### src/rtl/tern_negate_stream_if.sv
// Stream bundle for tern_negate_stream.
// One input beat carries LANES signed elements plus one 2-bit ternary weight
// per lane. One output beat carries the LANES products, a per-lane overflow
// flag and an end-of-vector tag. The sticky reserved-code flag is on the same bundle.
//   slave  : the negation block (consumes in_*, produces out_*)
//   master : the environment driving inputs and consuming outputs
interface tern_negate_stream_if #(
  parameter int DATA_W = 8,
  parameter int LANES  = 4
);
  logic                      in_valid;
  logic                      in_ready;
  logic [LANES*DATA_W-1:0]   in_data;
  logic [2*LANES-1:0]        in_wgt;
  logic                      out_valid;
  logic                      out_ready;
  logic [LANES*DATA_W-1:0]   out_data;
  logic [LANES-1:0]          out_sat;
  logic                      out_last;
  logic                      wgt_err;

  modport slave (
    input  in_valid, in_data, in_wgt, out_ready,
    output in_ready, out_valid, out_data, out_sat, out_last, wgt_err
  );

  modport master (
    output in_valid, in_data, in_wgt, out_ready,
    input  in_ready, out_valid, out_data, out_sat, out_last, wgt_err
  );
endinterface

### src/rtl/tern_negate_stream.sv
// Ternary-weight multiply (0 / +1 / -1) over a stream of LANES-wide beats.
// Two-stage pipeline: stage 1 captures the beat, stage 2 holds the result.
// A beat counter tags the final beat of every VEC_LEN-element vector. The tag
// travels with the data and appears on out_last.
// Ports:
//   clk   : single clock, rising edge
//   rst_n : asynchronous active-low reset
//   bus   : tern_negate_stream_if.slave
//           (in_valid/in_ready/in_data/in_wgt,
//            out_valid/out_ready/out_data/out_sat/out_last, wgt_err)
// Negating the most negative element overflows. SATURATE=1 clips the result
// to the maximum positive value. SATURATE=0 wraps it. In both cases out_sat
// flags the overflow.
module tern_negate_stream #(
  parameter int DATA_W   = 8,
  parameter int LANES    = 4,
  parameter int VEC_LEN  = 4096,
  parameter int SATURATE = 1
) (
  input  logic                 clk,
  input  logic                 rst_n,
  tern_negate_stream_if.slave  bus
);

  localparam int W     = LANES * DATA_W;
  localparam int BEATS = VEC_LEN / LANES;
  localparam int CNT_W = (BEATS > 1) ? $clog2(BEATS) : 1;
  localparam logic [CNT_W-1:0] CNT_LAST = CNT_W'(BEATS - 1);
  localparam logic signed [DATA_W-1:0] SMIN = {1'b1, {(DATA_W-1){1'b0}}};
  localparam logic signed [DATA_W-1:0] SMAX = {1'b0, {(DATA_W-1){1'b1}}};

  // Negation with overflow handling; returns {overflow, value}.
  function automatic logic [DATA_W:0] neg_sat(input logic signed [DATA_W-1:0] x);
    if (x == SMIN) begin
      return {1'b1, (SATURATE != 0) ? SMAX : SMIN};
    end
    return {1'b0, -x};
  endfunction

  // Ternary product; the reserved code behaves like weight 0.
  function automatic logic [DATA_W:0] tern_lane(input logic signed [DATA_W-1:0] x,
                                                 input logic [1:0]              w);
    case (w)
      2'b01:   return {1'b0, x};
      2'b11:   return neg_sat(x);
      default: return '0;
    endcase
  endfunction

  logic                 vld_p1;
  logic                 last_p1;
  logic [W-1:0]         data_p1;
  logic [2*LANES-1:0]   wgt_p1;
  logic                 vld_p2;
  logic                 last_p2;
  logic [W-1:0]         data_p2;
  logic [LANES-1:0]     sat_p2;
  logic [CNT_W-1:0]     cnt;
  logic                 err;
  logic                 s2_adv;
  logic                 acc;
  logic                 rsv;
  logic [W-1:0]         res_p1;
  logic [LANES-1:0]     ovf_p1;

  assign s2_adv       = !vld_p2 | bus.out_ready;
  assign bus.in_ready = rst_n & (!vld_p1 | s2_adv);
  assign acc          = bus.in_valid & bus.in_ready;

  assign bus.out_valid = vld_p2;
  assign bus.out_data  = data_p2;
  assign bus.out_sat   = sat_p2;
  assign bus.out_last  = last_p2;
  assign bus.wgt_err   = err;

  always_comb begin
    rsv = 1'b0;
    for (int i = 0; i < LANES; i++) begin
      if (bus.in_wgt[2*i +: 2] == 2'b10) rsv = 1'b1;
    end
  end

  // ---- stage 1: capture accepted beat ----
  always_ff @(posedge clk) begin
    if (acc) begin
      data_p1 <= bus.in_data;
      wgt_p1  <= bus.in_wgt;
      last_p1 <= (cnt == CNT_LAST);
    end
  end

  always_comb begin
    logic [DATA_W:0] r;
    r      = '0;
    res_p1 = '0;
    ovf_p1 = '0;
    for (int i = 0; i < LANES; i++) begin
      r = tern_lane(data_p1[i*DATA_W +: DATA_W], wgt_p1[2*i +: 2]);
      ovf_p1[i]                   = r[DATA_W];
      res_p1[i*DATA_W +: DATA_W]  = r[DATA_W-1:0];
    end
  end

  // ---- stage 2: result register, control and counter ----
  always_ff @(posedge clk or negedge rst_n) begin
    if (!rst_n) begin
      vld_p1  <= 1'b0;
      vld_p2  <= 1'b0;
      last_p2 <= 1'b0;
      data_p2 <= '0;
      sat_p2  <= '0;
      cnt     <= '0;
      err     <= 1'b0;
    end else begin
      if (bus.in_ready) vld_p1 <= bus.in_valid;
      if (s2_adv) begin
        vld_p2 <= vld_p1;
        if (vld_p1) begin
          data_p2 <= res_p1;
          sat_p2  <= ovf_p1;
          last_p2 <= last_p1;
        end
      end
      if (acc) begin
        cnt <= (cnt == CNT_LAST) ? '0 : cnt + 1'b1;
        if (rsv) err <= 1'b1;
      end
    end
  end

endmodule

### src/flat_wrapper.sv
// flat-port wrapper written by rule: the top's interface ports become plain ports
module tern_negate_stream_flat 
#(
  parameter int DATA_W   = 8,
  parameter int LANES    = 4,
  parameter int VEC_LEN  = 4096,
  parameter int SATURATE = 1
)
  (clk, rst_n, bus_in_valid, bus_in_data, bus_in_wgt, bus_out_ready, bus_in_ready, bus_out_valid, bus_out_data, bus_out_sat, bus_out_last, bus_wgt_err);
  tern_negate_stream_if #(.DATA_W(DATA_W), .LANES(LANES)) bus_i ();
  input  logic clk;
  input  logic rst_n;
  input wire logic [$bits(bus_i.in_valid)-1:0] bus_in_valid;
  input wire logic [$bits(bus_i.in_data)-1:0] bus_in_data;
  input wire logic [$bits(bus_i.in_wgt)-1:0] bus_in_wgt;
  input wire logic [$bits(bus_i.out_ready)-1:0] bus_out_ready;
  output wire logic [$bits(bus_i.in_ready)-1:0] bus_in_ready;
  output wire logic [$bits(bus_i.out_valid)-1:0] bus_out_valid;
  output wire logic [$bits(bus_i.out_data)-1:0] bus_out_data;
  output wire logic [$bits(bus_i.out_sat)-1:0] bus_out_sat;
  output wire logic [$bits(bus_i.out_last)-1:0] bus_out_last;
  output wire logic [$bits(bus_i.wgt_err)-1:0] bus_wgt_err;
  assign bus_i.in_valid = bus_in_valid;
  assign bus_i.in_data = bus_in_data;
  assign bus_i.in_wgt = bus_in_wgt;
  assign bus_i.out_ready = bus_out_ready;
  assign bus_in_ready = bus_i.in_ready;
  assign bus_out_valid = bus_i.out_valid;
  assign bus_out_data = bus_i.out_data;
  assign bus_out_sat = bus_i.out_sat;
  assign bus_out_last = bus_i.out_last;
  assign bus_wgt_err = bus_i.wgt_err;
  tern_negate_stream #(.DATA_W(DATA_W), .LANES(LANES), .VEC_LEN(VEC_LEN), .SATURATE(SATURATE)) u_core (.clk(clk), .rst_n(rst_n), .bus(bus_i));
endmodule
### config.mk
export PLATFORM = sky130hd
export DESIGN_NAME = tern_negate_stream_flat
export DESIGN_NICKNAME = d
export VERILOG_FILES = /design/src/rtl/tern_negate_stream_if.sv /design/src/rtl/tern_negate_stream.sv /design/src/flat_wrapper.sv
export SDC_FILE = /design/constraint.sdc
export NUM_CORES = 1
export LEC_CHECK = 0
export BUFFER_PORTS_ARGS = -buffer_cell sky130_fd_sc_hd__buf_2
export CORE_MARGIN = 8
export CORE_UTILIZATION = 35
export DETAILED_ROUTE_END_ITERATION = 8
export SLEW_MARGIN = 20
export SYNTH_ARGS = -nofsm -noshare
export SYNTH_HDL_FRONTEND = slang
export SYNTH_SLANG_ARGS = --single-unit
### constraint.sdc
create_clock -name clk -period 4.3 [get_ports clk]
set_input_delay 0.645 -clock clk [delete_from_list [all_inputs] [get_ports clk]]
set_output_delay 0.645 -clock clk [all_outputs]
set_load 0.1 [all_outputs]
### Word level (Yosys, flattened, before mapping)

Cells that the tools add are included.

* bits in registers: 91
* bits of input ports: 44
* output and inout bits: 40

* $add $sub $neg: 5
* equality and inequality tests: 17
* multiplexer cells: 25
* bitwise logic cells: 4
* reductions and logical operators: 4

Operators with widths (number)
* $mux 9: 8
* $pmux 9 s2: 4
* $eq 8x8->1 const B: 4
* $neg 8->8: 4
* $eq 2x2->1 const B: 8
* $mux 1: 12
* $add 10x1->10 const B: 1
* $eq 10x10->1 const B: 1
* $mux 10: 1
* $eq 2x1->1 const B: 4
* $reduce_and 2->1: 2
* $and 1x1->1: 2
* $logic_not 1->1: 2
* $or 1x1->1: 2

### Depth between registers and ports, before layout

* depth in word-level cells: 6
* gate-level depth with buffers: 7

### Least setup slack after synthesis

OpenSTA, ideal clock, no wires.

* path type: register to output
* start point: reg u_core.vld_p2 (netlist: u_core.bus.out_valid)
* end point: out bus_in_ready
* data arrival time: 2480 ps
* required time: 3655 ps
* setup slack: 1175 ps
* stages on the path, launching flop included: 3
* path buffers: 0
* cells stage by stage: dfrtp_1 -> and3b_1 -> nor2b_1

* word-level cells in the longest chain between the ends: 4

Ends and longest elaborated chain
* start: declaration: line tern_negate_stream.sv:54 `logic vld_p2;`
* start signal: assignment: line tern_negate_stream.sv:117 `vld_p2 <= vld_p1;`
* $logic_not 1->1: line tern_negate_stream.sv:66 `assign s2_adv = !vld_p2 | bus.out_ready;`
* $or 1x1->1: line tern_negate_stream.sv:66
* $or 1x1->1: line tern_negate_stream.sv:67 `assign bus.in_ready = rst_n & (!vld_p1 | s2_adv);`
* $and 1x1->1: line tern_negate_stream.sv:67
* end: declaration: line flat_wrapper.sv:17 `output wire logic [$bits(bus_i.in_ready)-1:0] bus_in_ready;`

Every way passes these cells.

### Worst setup path in the final report

* start point: in rst_n
* end point: out bus_in_ready

* word-level cells in the longest chain between the ends: 1

Ends and longest elaborated chain
* start: declaration: line flat_wrapper.sv:12 `input logic rst_n;`
* $and 1x1->1: line tern_negate_stream.sv:67

Every way passes these cells.

==> run metrics <==
vias in the first global route=3064; status=finished, final reports clean; CTS sink count=91; core area=11470 um2; DP HPWL=7029 um; Die Y=124.7 um; largest family of logic cells by synthesized area=simple AND/OR/NAND/NOR gates; xor/xnor share of the synthesized area=3.176%; most common flop cell mapped by yosys=dfrtp_1; Max Slew Vio Count=0; leading cell types by total area after synthesis=dfrtp_1 (30%), edfxtp_1 (30%), nand2_1 (4.1%); syn avg cell area=11.33 um2; Post-CTS Hold Fix Bufs=0; clk slew on worst S/H paths=60 ps; initial antenna violation count=0; Worst Path Arrival=1960 ps; Port Buffer Count=83; final hold viol count=0; post-synthesis register bit count=91; Antenna Nets Post-Route=0; final worst path period share=60.66%; Adder-Cell Fraction of Synth Area=1.512%; die area=15550 um2; critical path cell sequence=buf_2 -> buf_4 -> nor2b_1 -> buf_2; WL per Instance=16.02 um; ANT cells=0; maximum vdd drop=0.3213 mV; row count=39; Post-Synthesis Cells=365; Tmin final=2608 ps; Fin Setup TNS=0 ps; Overflow after GRT=0; Synth-to-Final Area Change=20.18%; Routed Wire Length=9502 um; Post-CTS Setup Inserts=0; Slew Limit Headroom=33.74%; CP peak stage delay=520 ps; Unique masters post-synth=63; total power=0.003001 W; placed instance area=4667 um2; Worst Setup End Kind=primary output; FMAX=383.4 MHz; Worst Tran Pin Value=993.8 ps; largest area contributor in the netlist=dfrtp_1; most frequent cell after synthesis=dfrtp_1; Die Span X=124.7 um; residual DRC count=0; leakage=2.098 nW; EDFF count, synth=41; post-synthesis sequential area ratio=60.01%; Layout fillers=1072; final core occ=43.35%; Min-Delay Path Class=primary input to asynchronous set/reset pin; Synth Area in Compound Gates=12.92%; Max Cap Viol=0; RSZ-0062 raised after global routing=no; H-tree Lvls=3; Yosys top cell area share=30.25%; post-CTS sizing=0; Critical Path Source Type=primary input; final-report setup violation count=0; first-pass GRT wire length=15580 um; initial core utilization=36.07%; Max FO, Critical Path=51; number of top-level design ports=84; Most common cell on crit path=buf_2; DR vias=3030; critical path's top delay family=buffers and inverters; pin count of the biggest net entering global routing=52; Post-Synth Simple-Gate Area=18.51%; CTS root buffer=clkbuf_16; Mapped Nets=414; clk buf depth=2; routability cong.=0.7716; Finished Cell Area=4971 um2; clock latency on the worst-skew pair=330 ps; Worst Path Buf+Inv=3; CP max-delay cell=buf_4; Pwr per Cell Area=603.6 nW/um2; CTS tree=yes; crit path kind=primary input to primary output; DRT iter0 DRCs=206; hold slack=448.9 ps; Final nets=494; GRT Resource Usage Total=12.20%; layout cells sized above 1=26.00%; Yosys warnings=0; DR vias/cell=5.110; Pre-antenna DRT Iters=4; Post-synth ARST share=54.95%; Post-Synthesis Cell Area=4136 um2; CTS Buf Count=9; most instantiated cells after synthesis=dfrtp_1 (50), nand2_1 (45), edfxtp_1 (41); mux share of post-synthesis cell area=0.5142%; required time of the critical path=3650 ps; Final Skew=9.867 ps
-- state kept, by name, summed over array words and instances, names as in the netlist --
register              cells
u_core.bus.out_sat        4
u_core.bus.out_last       1
u_core.bus.out_valid      1
u_core.bus.out_data      32
u_core.bus.wgt_err        1
u_core.vld_p1             1
u_core.wgt_p1             8
u_core.cnt               10
u_core.last_p1            1
u_core.data_p1           32
-- report_power, final --
group | internal (W) | leakage, nW | switching [W]
sequential | 0.00105 | 1.00 | 0.000111
clock | 0.000469 | 0.138 | 0.000325
combinational | 0.000179 | 0.959 | 0.000870
-- cell usage in the layout (no fill, tap or decap), drive strengths merged, types with 2 or more instances in the layout --
| cell type | instances |
|---|---|
| a211o | 2 |
| a21oi | 20 |
| a221o | 3 |
| a31oi | 2 |
| and3 | 7 |
| and4b | 2 |
| buf | 85 |
| clkbuf | 11 |
| clkinvlp | 3 |
| dfrtp | 50 |
| edfxtp | 41 |
| ha | 5 |
| inv | 17 |
| nand2 | 45 |
| nand2b | 5 |
| nand3 | 7 |
| nand3b | 2 |
| nand4 | 4 |
| nand4b | 6 |
| nor2 | 27 |
| nor2b | 3 |
| nor3 | 7 |
| nor4 | 2 |
| nor4b | 2 |
| o211ai | 6 |
| o21a | 3 |
| o21ai | 20 |
| o22ai | 3 |
| o31ai | 8 |
| o32a | 2 |
| o41ai | 3 |
| or3 | 5 |
| or3b | 2 |
| or4 | 4 |
| or4b | 4 |
| xnor2 | 13 |
| xor2 | 2 |
-- worst reg2reg max path, stage by stage, from the launching register on --
cell and delay, ps:
dfrtp_1 500, and3b_1 290, or2_2 390, inv_1 460, buf_4 480, nand4_1 170, xnor2_1 140
-- routing by layer --
layer / part of all wire (%) / routed length, um / GRT usage, %
met1: 47 / 4430 / 15.31
met2: 48 / 4605 / 20.03
met3: 4.1 / 393 / 2.681
met4: 0.76 / 72 / 4.607
met5: 0 / 0 / 0
-- worst paths after layout --
| kind | start | endpoint | slack (ps) | cells past startpoint |
|---|---|---|---|---|
| min in group clk | u_core.last_p1 | u_core.bus.out_last | 460 | 2 |
| hold reg to reg | u_core.last_p1 | u_core.bus.out_last | 460 | 2 |
| hold / removal | rst_n | u_core.cnt[9] | 450 | 2 |
| setup reg to reg | u_core.vld_p1 | u_core.cnt[4] | 1740 | 6 |
| setup / recovery | rst_n | bus_in_ready | 1690 | 4 |
| max in group asynchronous | rst_n | u_core.bus.out_data[5] | 3410 | 2 |
-- cell type report --
cell class                      instances  area [um2]  area share (%)
Clock buffer                           11       242.7           4.883
Timing Repair Buffer                   85       430.4           8.658
Multi-Input combinational cell        242        1515           30.48
Tap cell                              143       178.9           3.599
Sequential cell                        91        2482           49.94
Clock inverter                          5       61.31           1.233
Inverter                               16       60.06           1.208
-- kinds of logic (layout without fill, tap and decap cells) --
group / count (synthesis) / count (layout)
simple gates: 139 / 139
flops: 91 / 91
compound gates: 81 / 81
buf+inv: 32 / 117
xor+xnor: 15 / 15
fa+ha+maj: 5 / 5
mux: 2 / 2
-- metrics by stage --
stage               worst slack, ps  instances
floorplan                      1175        365
global placement               1630        577
detailed placement             1600        577
CTS                            1605        593
global route                   1538        593
finish                         1692        593
Note: power is estimated with default switching activity, not from simulation.
